--- src/rtl/ahb_rom_fetcher.sv ---
// AHB-Lite read master: streams a block of ROM words into a local FIFO and out on valid/ready.
// Latency: start -> NONSEQ 1 cycle -> data sampled 2 cycles -> rd_valid 3 cycles.
// Backpressure: address phases issue only while FIFO credit remains; rd_ready stalls drain only.
module ahb_rom_fetcher #(
    parameter int FIFO_DEPTH = 4,
    parameter int AW         = 13,
    parameter int CW         = 11
) (
    input  logic          HCLK,
    input  logic          HRESET,
    input  logic          start,
    input  logic [AW-1:0] start_addr,
    input  logic [CW-1:0] word_cnt,
    output logic          busy,
    output logic          done,
    output logic          err,
    output logic          HSEL,
    output logic [1:0]    HTRANS,
    output logic [AW-1:0] HADDR,
    output logic          HWRITE,
    output logic [2:0]    HSIZE,
    output logic [2:0]    HBURST,
    input  logic          HREADY,
    input  logic          HRESP,
    input  logic [31:0]   HRDATA,
    output logic [31:0]   rd_data,
    output logic          rd_valid,
    input  logic          rd_ready
);

    localparam int PW = (FIFO_DEPTH > 1) ? $clog2(FIFO_DEPTH) : 1;
    localparam int NW = PW + 1;

    typedef enum logic [1:0] {S_IDLE, S_ADDR, S_LAST, S_FIN} state_t;

    state_t          state_q, state_d;
    logic [AW-1:0]   addr_q, addr_d;
    logic [CW-1:0]   remain_q, remain_d;
    logic            err_q, err_d;
    logic            outst_q, outst_d;
    logic [31:0]     mem_q [FIFO_DEPTH];
    logic [31:0]     mem_d [FIFO_DEPTH];
    logic [PW-1:0]   wptr_q, wptr_d;
    logic [PW-1:0]   rptr_q, rptr_d;
    logic [NW-1:0]   cnt_q, cnt_d;

    logic [NW:0]     used;
    logic            credit_ok;
    logic            nonseq;
    logic            data_err;
    logic            addr_acc;
    logic            push;
    logic            pop;

    // Byte offset of the start address is discarded; the bus is word-only.
    logic [1:0]      unused_addr_lsb;
    assign unused_addr_lsb = start_addr[1:0];

    // Credit gating, bus-phase tracking, FIFO update and command FSM.
    always_comb begin
        state_d  = state_q;
        addr_d   = addr_q;
        remain_d = remain_q;
        err_d    = err_q;
        outst_d  = outst_q;
        mem_d    = mem_q;
        wptr_d   = wptr_q;
        rptr_d   = rptr_q;
        cnt_d    = cnt_q;

        // Credit uses only registered occupancy, so a pop this cycle frees a slot next cycle.
        used      = {1'b0, cnt_q} + {{NW{1'b0}}, outst_q};
        credit_ok = used < (NW+1)'(FIFO_DEPTH);
        nonseq    = (state_q == S_ADDR) && credit_ok;
        data_err  = outst_q && HRESP;
        addr_acc  = nonseq && HREADY && !data_err;
        push      = outst_q && HREADY && !HRESP;
        pop       = (cnt_q != '0) && rd_ready;

        // At most one data phase is ever pending; a new address replaces a completing one.
        if (data_err)
            outst_d = 1'b0;
        else if (addr_acc)
            outst_d = 1'b1;
        else if (HREADY)
            outst_d = 1'b0;

        if (push) begin
            mem_d[wptr_q] = HRDATA;
            wptr_d        = wptr_q + PW'(1);
        end
        if (pop)
            rptr_d = rptr_q + PW'(1);
        case ({push, pop})
            2'b10:   cnt_d = cnt_q + NW'(1);
            2'b01:   cnt_d = cnt_q - NW'(1);
            default: cnt_d = cnt_q;
        endcase

        case (state_q)
            S_IDLE: begin
                if (start) begin
                    err_d    = 1'b0;
                    addr_d   = {start_addr[AW-1:2], 2'b00};
                    remain_d = word_cnt;
                    state_d  = (word_cnt == '0) ? S_FIN : S_ADDR;
                end
            end
            S_ADDR: begin
                if (data_err) begin
                    err_d   = 1'b1;
                    state_d = S_FIN;
                end else if (addr_acc) begin
                    addr_d   = addr_q + AW'(4);
                    remain_d = remain_q - CW'(1);
                    if (remain_q == CW'(1))
                        state_d = S_LAST;
                end
            end
            S_LAST: begin
                if (data_err) begin
                    err_d   = 1'b1;
                    state_d = S_FIN;
                end else if (outst_q && HREADY) begin
                    state_d = S_FIN;
                end
            end
            default: state_d = S_IDLE;
        endcase
    end

    // State registers; reset aborts any command and flushes the FIFO.
    always_ff @(posedge HCLK) begin
        if (HRESET) begin
            state_q  <= S_IDLE;
            addr_q   <= '0;
            remain_q <= '0;
            err_q    <= 1'b0;
            outst_q  <= 1'b0;
            mem_q    <= '{default: '0};
            wptr_q   <= '0;
            rptr_q   <= '0;
            cnt_q    <= '0;
        end else begin
            state_q  <= state_d;
            addr_q   <= addr_d;
            remain_q <= remain_d;
            err_q    <= err_d;
            outst_q  <= outst_d;
            mem_q    <= mem_d;
            wptr_q   <= wptr_d;
            rptr_q   <= rptr_d;
            cnt_q    <= cnt_d;
        end
    end

    assign HTRANS   = nonseq ? 2'b10 : 2'b00;
    assign HSEL     = nonseq;
    assign HADDR    = addr_q;
    assign HWRITE   = 1'b0;
    assign HSIZE    = 3'b010;
    assign HBURST   = 3'b000;
    assign busy     = (state_q != S_IDLE);
    assign done     = (state_q == S_FIN);
    assign err      = err_q;
    assign rd_data  = mem_q[rptr_q];
    assign rd_valid = (cnt_q != '0);

endmodule

--- config.mk ---
export PLATFORM = sky130hd
export DESIGN_NAME = ahb_rom_fetcher
export DESIGN_NICKNAME = d
export VERILOG_FILES = /design/src/rtl/ahb_rom_fetcher.sv
export SDC_FILE = /design/constraint.sdc
export NUM_CORES = 1
export LEC_CHECK = 0
export ABC_AREA = 1
export BUFFER_PORTS_ARGS = -buffer_cell sky130_fd_sc_hd__buf_4
export CAP_MARGIN = 30
export CORE_MARGIN = 3
export CORE_UTILIZATION = 45
export DETAILED_ROUTE_END_ITERATION = 6
export PLACE_DENSITY = 0.66
export SYNTH_ARGS = -nofsm -noshare
export SYNTH_HDL_FRONTEND = slang
export SYNTH_SLANG_ARGS = --single-unit
--- constraint.sdc ---
create_clock -name HCLK -period 3.52 [get_ports HCLK]
set_input_delay 0 -clock HCLK [delete_from_list [all_inputs] [get_ports HCLK]]
set_output_delay 0 -clock HCLK [all_outputs]
set_load 0.01 [all_outputs]
Yosys cells after proc, flatten, opt, wreduce, memory -nomap -nowiden
Index checks and enable logic that the tools add are counted.
- shift operators: 0
- equality and inequality tests: 13
- magnitude comparators: 4
- multiplexer cells: 29
- bitwise logic cells: 2
- multiply operators: 0
- divide/modulo/power cells: 0
- add/sub/neg operators: 7
- reductions and logical operators: 23
- operators with widths (cell ; count):
    bitwise mux 128 bit ; 1
    2-to-1 mux 32 bit ; 3
    binary-select mux 32 bit (select 2 bit) ; 1
    demux 32 bit (select 2 bit) ; 1
    2-to-1 mux 13 bit ; 3
    2-to-1 mux 11 bit ; 3
    case mux 13 bit (2 select lines) ; 1
    case mux 11 bit (2 select lines) ; 1
    2-to-1 mux 2 bit ; 8
    adder 13 x 3 -> 13 bit, second input constant ; 1
    == test 11 x 1 -> 1 bit, second input constant ; 1
    zero test 11 bit ; 1
    subtractor 11 x 1 -> 11 bit, second input constant ; 1
    nonzero test 2 bit ; 5
    logical AND 1 bit ; 8
    AND reduction 4 bit ; 2
    == test 2 bit, second input constant ; 3
    >= comparator 3 bit, second input constant ; 2
    inequality test 2 bit, second input constant ; 3
    inequality test 3 bit, second input constant ; 2
    NOT 2 -> 3 bit ; 2
    case mux 2 bit (3 select lines) ; 1
    case mux 3 bit (2 select lines) ; 1
    adder 2 x 1 -> 2 bit, second input constant ; 2
    15 further kinds ; 21
- memories kept: 0
- bits in latches: 0
- bits in read-only memories: 0
- bits in writable memories: 0
- bits in registers: 163
- logic and storage cells: 90

Longest topological paths before layout
- depth after elaboration: 8
- mapped depth: 12
- mapped depth without buffers: 12

Least setup slack after synthesis
OpenSTA, ideal clock, no wires.
- path kind: register to register
- start: register outst_q
- end: register cnt_q[1]
- setup time: 65 ps
- required time: 3455 ps
- clock period less this slack: 1818 ps
- stages on the path, launching flop included: 11
- data arrival time: 1753 ps
- path slack: 1702 ps
- cell sequence: dfxtp_1 -> nand2_1 -> nor2_2 -> buf_2 -> inv_1 -> ha_1 -> inv_1 -> fa_1 -> nor2_1 -> a21oi_1 -> nor2_1
- cells in the longest elaborated chain, start to end: 4
- elaborated cells between the ends (all ways): 6
- those cells by class: eq/ne (2); mux (1); reduce/logical (3)
- ends and longest elaborated chain (element ; line ; RTL):
    start, declared ; 40 ; logic outst_q, outst_d;
    start signal, assigned ; 149 ; outst_q <= outst_d;
    logical AND 1 bit (*) (2 in series) ; 77 ; push = outst_q && HREADY && !HRESP;
    == test 2 x 1 -> 1 bit / == test 2 bit (equally long branches) ; 94 ; case ({push, pop})
    case mux 3 bit (2 select lines) / nonzero test 2 bit (equally long branches) ; -- ;
    end signal, assigned ; 153 ; cnt_q <= cnt_d;
    end, declared ; 45 ; logic [NW-1:0] cnt_q, cnt_d;
Every way passes the cells marked *; elsewhere a longest branch is shown, timed or not.
A chain may end at the register's enable or synchronous reset.

Final worst setup path
- start: register outst_q
- end: register mem_q[54] (netlist name)
- cells in the longest elaborated chain, start to end: 2
- ends and longest elaborated chain (element ; line ; RTL):
    logical AND 1 bit (2 in series) ; 77 ;
    end signal, assigned ; 150 ; mem_q <= mem_d;
    end, declared ; 41 ; logic [31:0] mem_q [FIFO_DEPTH];
No other way between the ends.

==> implementation parameters <==
Parameter                              Value

Global route
  Maximum number of pins on one net before global-route repair    66
  Antenna violations before repair    0
  Overflow left after global routing    0
  Vias in the first global route    7277
  Wire length of the first global-routing pass    36500 um
  Global Route Usage Sum    0.244

Outcome
  Status    finished clean

Power
  Switching power summed over all nets    1680 uW
  Share of total power in combinational logic    0.251
  Lkg Pwr    0.00379 uW
  Internal Pwr Total    3610 uW
  Maximum vdd drop    roughly 0.42 mV
  Share of total power in sequential cells    0.391
  P per Cell Area    542 nW/um^2
  Net Sw Frac    0.317
  Total power consumption of the routed design    between 5000 and 6000 uW
  Clock group share of total power    0.359

Worst setup path
  Biggest fanout along the worst timing path    35
  Nature of the critical path startpoint    register
  Category of the critical setup timing path    register to register
  Required time of the worst setup path    around 3.8 ns
  Crit path DAT    3.23 ns
  Reg-to-reg startpoint    outst_q
  Startpoint of the worst setup timing path    outst_q
  CP Capture Type    register

Layout
  Ratio of cells with drive above 1 in the final layout    0.132
  Post-route core utilization    0.586
  Final Cell Area    9750 sq um
  Ant. Diodes    0
  Final nets    1312
  Fillers    1620
  P&R area growth vs syn    27.1%

Clocking
  Number of buffers added by the clock tree synthesis step    17
  Number of instances resized during post-cts repair    0
  Clock network latency to the later pin of the worst-skew pair    0.43 ns
  CTS tree    built
  Clock Tree Root    sky130_fd_sc_hd__clkbuf_16
  Clock-pin slew on the worst setup and hold paths    0.06 ns
  Maximum number of buffers from clock root to sink    2
  CTS Sinks    ~160
  # H-tree levels    4

Yosys
  Cells after Synth    1119
  Syn avg cell area    6.85 sq um
  Prevailing post-synth register cell    sky130_fd_sc_hd__dfxtp_1
  Synth warnings    0
  Synthesis-stage register bit count    161
  Post-synthesis cell area    7670 sq um
  Sequential area share after synthesis    0.420
  Number of enable flip-flop cells after synthesis    0
  Async set-or-reset flop fraction in the synthesized netlist    0
  Number of different library cells in the post-synthesis netlist    31

STA
  Final worst path period share    0.827
  Final setup skew    0.00854 ns
  Maximum clock frequency    ~340 MHz
  Setup tns final    0 ns
  Final Max Tran Viols    0
  Worst Hold Slack    0.0278 ns
  Shortest clock period the worst path allows after layout    2.91 ns
  Worst slew pin tran    0.734 ns
  Relative slew margins    0.511
  Unrepaired setup endpoints after global routing    no
  Final setup viols    0
  Number of failing hold endpoints at the final stage    0

Placement
  Number of port buffers    roughly 110
  Area after DPL    8510 sq um
  Global placer's final weighted congestion    0.880
  Post-detailed-placement half-perimeter wirelength    12900 um

Floorplanning
  Core footprint    16600 sq um
  Die Outline Area    18600 sq um
  Die span in x    137 um
  Site row count    47
  Top-level port count    roughly 120
  Starting utilization of the core area    0.461
  Die Height    137 um

Min path
  HP Start    word_cnt[10]
  Worst min path class    input port to register

Drt
  Avg Vias per Cell    roughly 5.5
  Number of antenna-violating nets in the routed design    0
  Number of search-and-repair iterations in the first detailed-routing pass    5
  Drc violations    0
  Routed wire length    22900 um
  WL/cell    15.5 um
  Violation count after the first detailed-routing iteration    706
  Total vias in the final route    about 8000

Run
  Max-capacitance violation count    0
[metal layers]
| layer | part of all wire | track usage | routed length [um] |
|---|---|---|---|
| met2 | 0.49 | 0.418 | 11100 |
| met4 | 0.010 | 0.0577 | 231 |
| met1 | 0.45 | 0.317 | 10300 |
| met5 | 0 | 0 | 0 |
| met3 | 0.053 | 0.0478 | 1220 |
[Yosys cell counts (4+ instances only)]
| library cell | number | share of area |
|---|---|---|
| sky130_fd_sc_hd__dfxtp_1 | 161 | 0.42 |
| sky130_fd_sc_hd__o21ai_0 | 93 | 0.061 |
| sky130_fd_sc_hd__nand3_1 | 150 | 0.098 |
| sky130_fd_sc_hd__nand2_1 | 230 | 0.11 |
| sky130_fd_sc_hd__nor3_1 | 4 | 0.0026 |
| sky130_fd_sc_hd__o22ai_1 | 33 | 0.027 |
| sky130_fd_sc_hd__clkbuf_1 | 69 | 0.034 |
| sky130_fd_sc_hd__ha_1 | 12 | 0.020 |
| sky130_fd_sc_hd__a21oi_1 | 154 | 0.10 |
| sky130_fd_sc_hd__inv_1 | 39 | 0.019 |
| sky130_fd_sc_hd__buf_2 | 17 | 0.011 |
| sky130_fd_sc_hd__nor2_1 | 118 | 0.058 |
| sky130_fd_sc_hd__buf_4 | 11 | 0.011 |
[state kept, by name, indices dropped and copies added, names as in the netlist]
signal / count
rptr_q: 2
mem_q: 128
wptr_q: 2
state_q: 2
cnt_q: 3
remain_q: 11
outst_q: 1
HADDR: 11
err: 1
[stage by stage]
step / std cells / setup WS [ns]
after global placement: 1372 / 1.18
after CTS: 1470 / 0.639
after detailed placement: 1374 / 1.16
after floorplan: 1127 / 1.70
final: 1470 / 0.608
after global routing: 1470 / 0.425
[final timing paths]
check,end,cells after the start,slack (ns)
setup / recovery,mem_q[54],8,0.61
hold / removal,remain_q[10],5,0.03
setup reg to reg,mem_q[54],8,0.61
hold reg to reg,mem_q[83],2,0.46
[worst max-delay path, stage by stage, from the launching register on]
cell	delay [ns]
sky130_fd_sc_hd__dfxtp_1	0.38
sky130_fd_sc_hd__nand2_1	0.13
sky130_fd_sc_hd__nor2_4	0.38
sky130_fd_sc_hd__buf_4	0.43
sky130_fd_sc_hd__nand2_1	0.40
sky130_fd_sc_hd__buf_4	0.36
sky130_fd_sc_hd__nand2_1	0.09
sky130_fd_sc_hd__a21oi_1	0.05
sky130_fd_sc_hd__dlygate4sd3_1	0.57
[cell families after synthesis]
group	synth area share
AOI/OAI and AO/OA	0.193
and+or+nand+nor	0.283
other	0.000979
buffers and inverters	0.0778
DFF	0.420
adders and majority gates	0.0222
xor gates and xnor gates	0.00343
[layout make-up]
type,instances,area [sq um],area share
clock inverter,9,131,0.0135
clock buffer,23,468,0.0480
sequential,161,3220,0.331
tap,220,275,0.0282
multi-input combinational,826,3880,0.399
inverter,41,155,0.0159
timing repair buffer,190,1610,0.165
[cells in the final DEF (no fill, tap or decap), types with 2 or more instances in the layout]
master,n
sky130_fd_sc_hd__a21oi_1,154
sky130_fd_sc_hd__clkinv_2,3
sky130_fd_sc_hd__xnor2_1,2
sky130_fd_sc_hd__nor3_1,4
sky130_fd_sc_hd__clkbuf_1,4
sky130_fd_sc_hd__inv_1,38
sky130_fd_sc_hd__o21ai_0,93
sky130_fd_sc_hd__dlygate4sd3_1,64
sky130_fd_sc_hd__buf_4,124
sky130_fd_sc_hd__dfxtp_1,160
sky130_fd_sc_hd__clkbuf_16,17
sky130_fd_sc_hd__clkinvlp_4,3
sky130_fd_sc_hd__bufinv_16,3
sky130_fd_sc_hd__clkbuf_8,2
sky130_fd_sc_hd__conb_1,10
sky130_fd_sc_hd__o21bai_1,3
sky130_fd_sc_hd__nor2_1,118
sky130_fd_sc_hd__nand4_1,3
sky130_fd_sc_hd__nand3_1,150
sky130_fd_sc_hd__ha_1,12
sky130_fd_sc_hd__nand3b_1,2
sky130_fd_sc_hd__nand2_1,230
sky130_fd_sc_hd__o22ai_1,33
sky130_fd_sc_hd__inv_2,2
sky130_fd_sc_hd__or2_2,3
[power by group through the flow]
stage | Combinational [uW] | Sequential (uW) | Clock (uW)
3_5_place_dp | 1260 | 2100 | 0
2_1_floorplan | 876 | 2090 | 0
4_1_cts | 1320 | 2060 | 1910
6_report | 1330 | 2060 | 1900
3_3_place_gp | 1240 | 2100 | 0
5_1_grt | 1490 | 2090 | 1990
[repair_timing]
item	in CTS	in global routing
hold buffers	64	0
setup buffers	0	0
hold endpoints to repair	154	0
(Power assumes the default switching activity.)
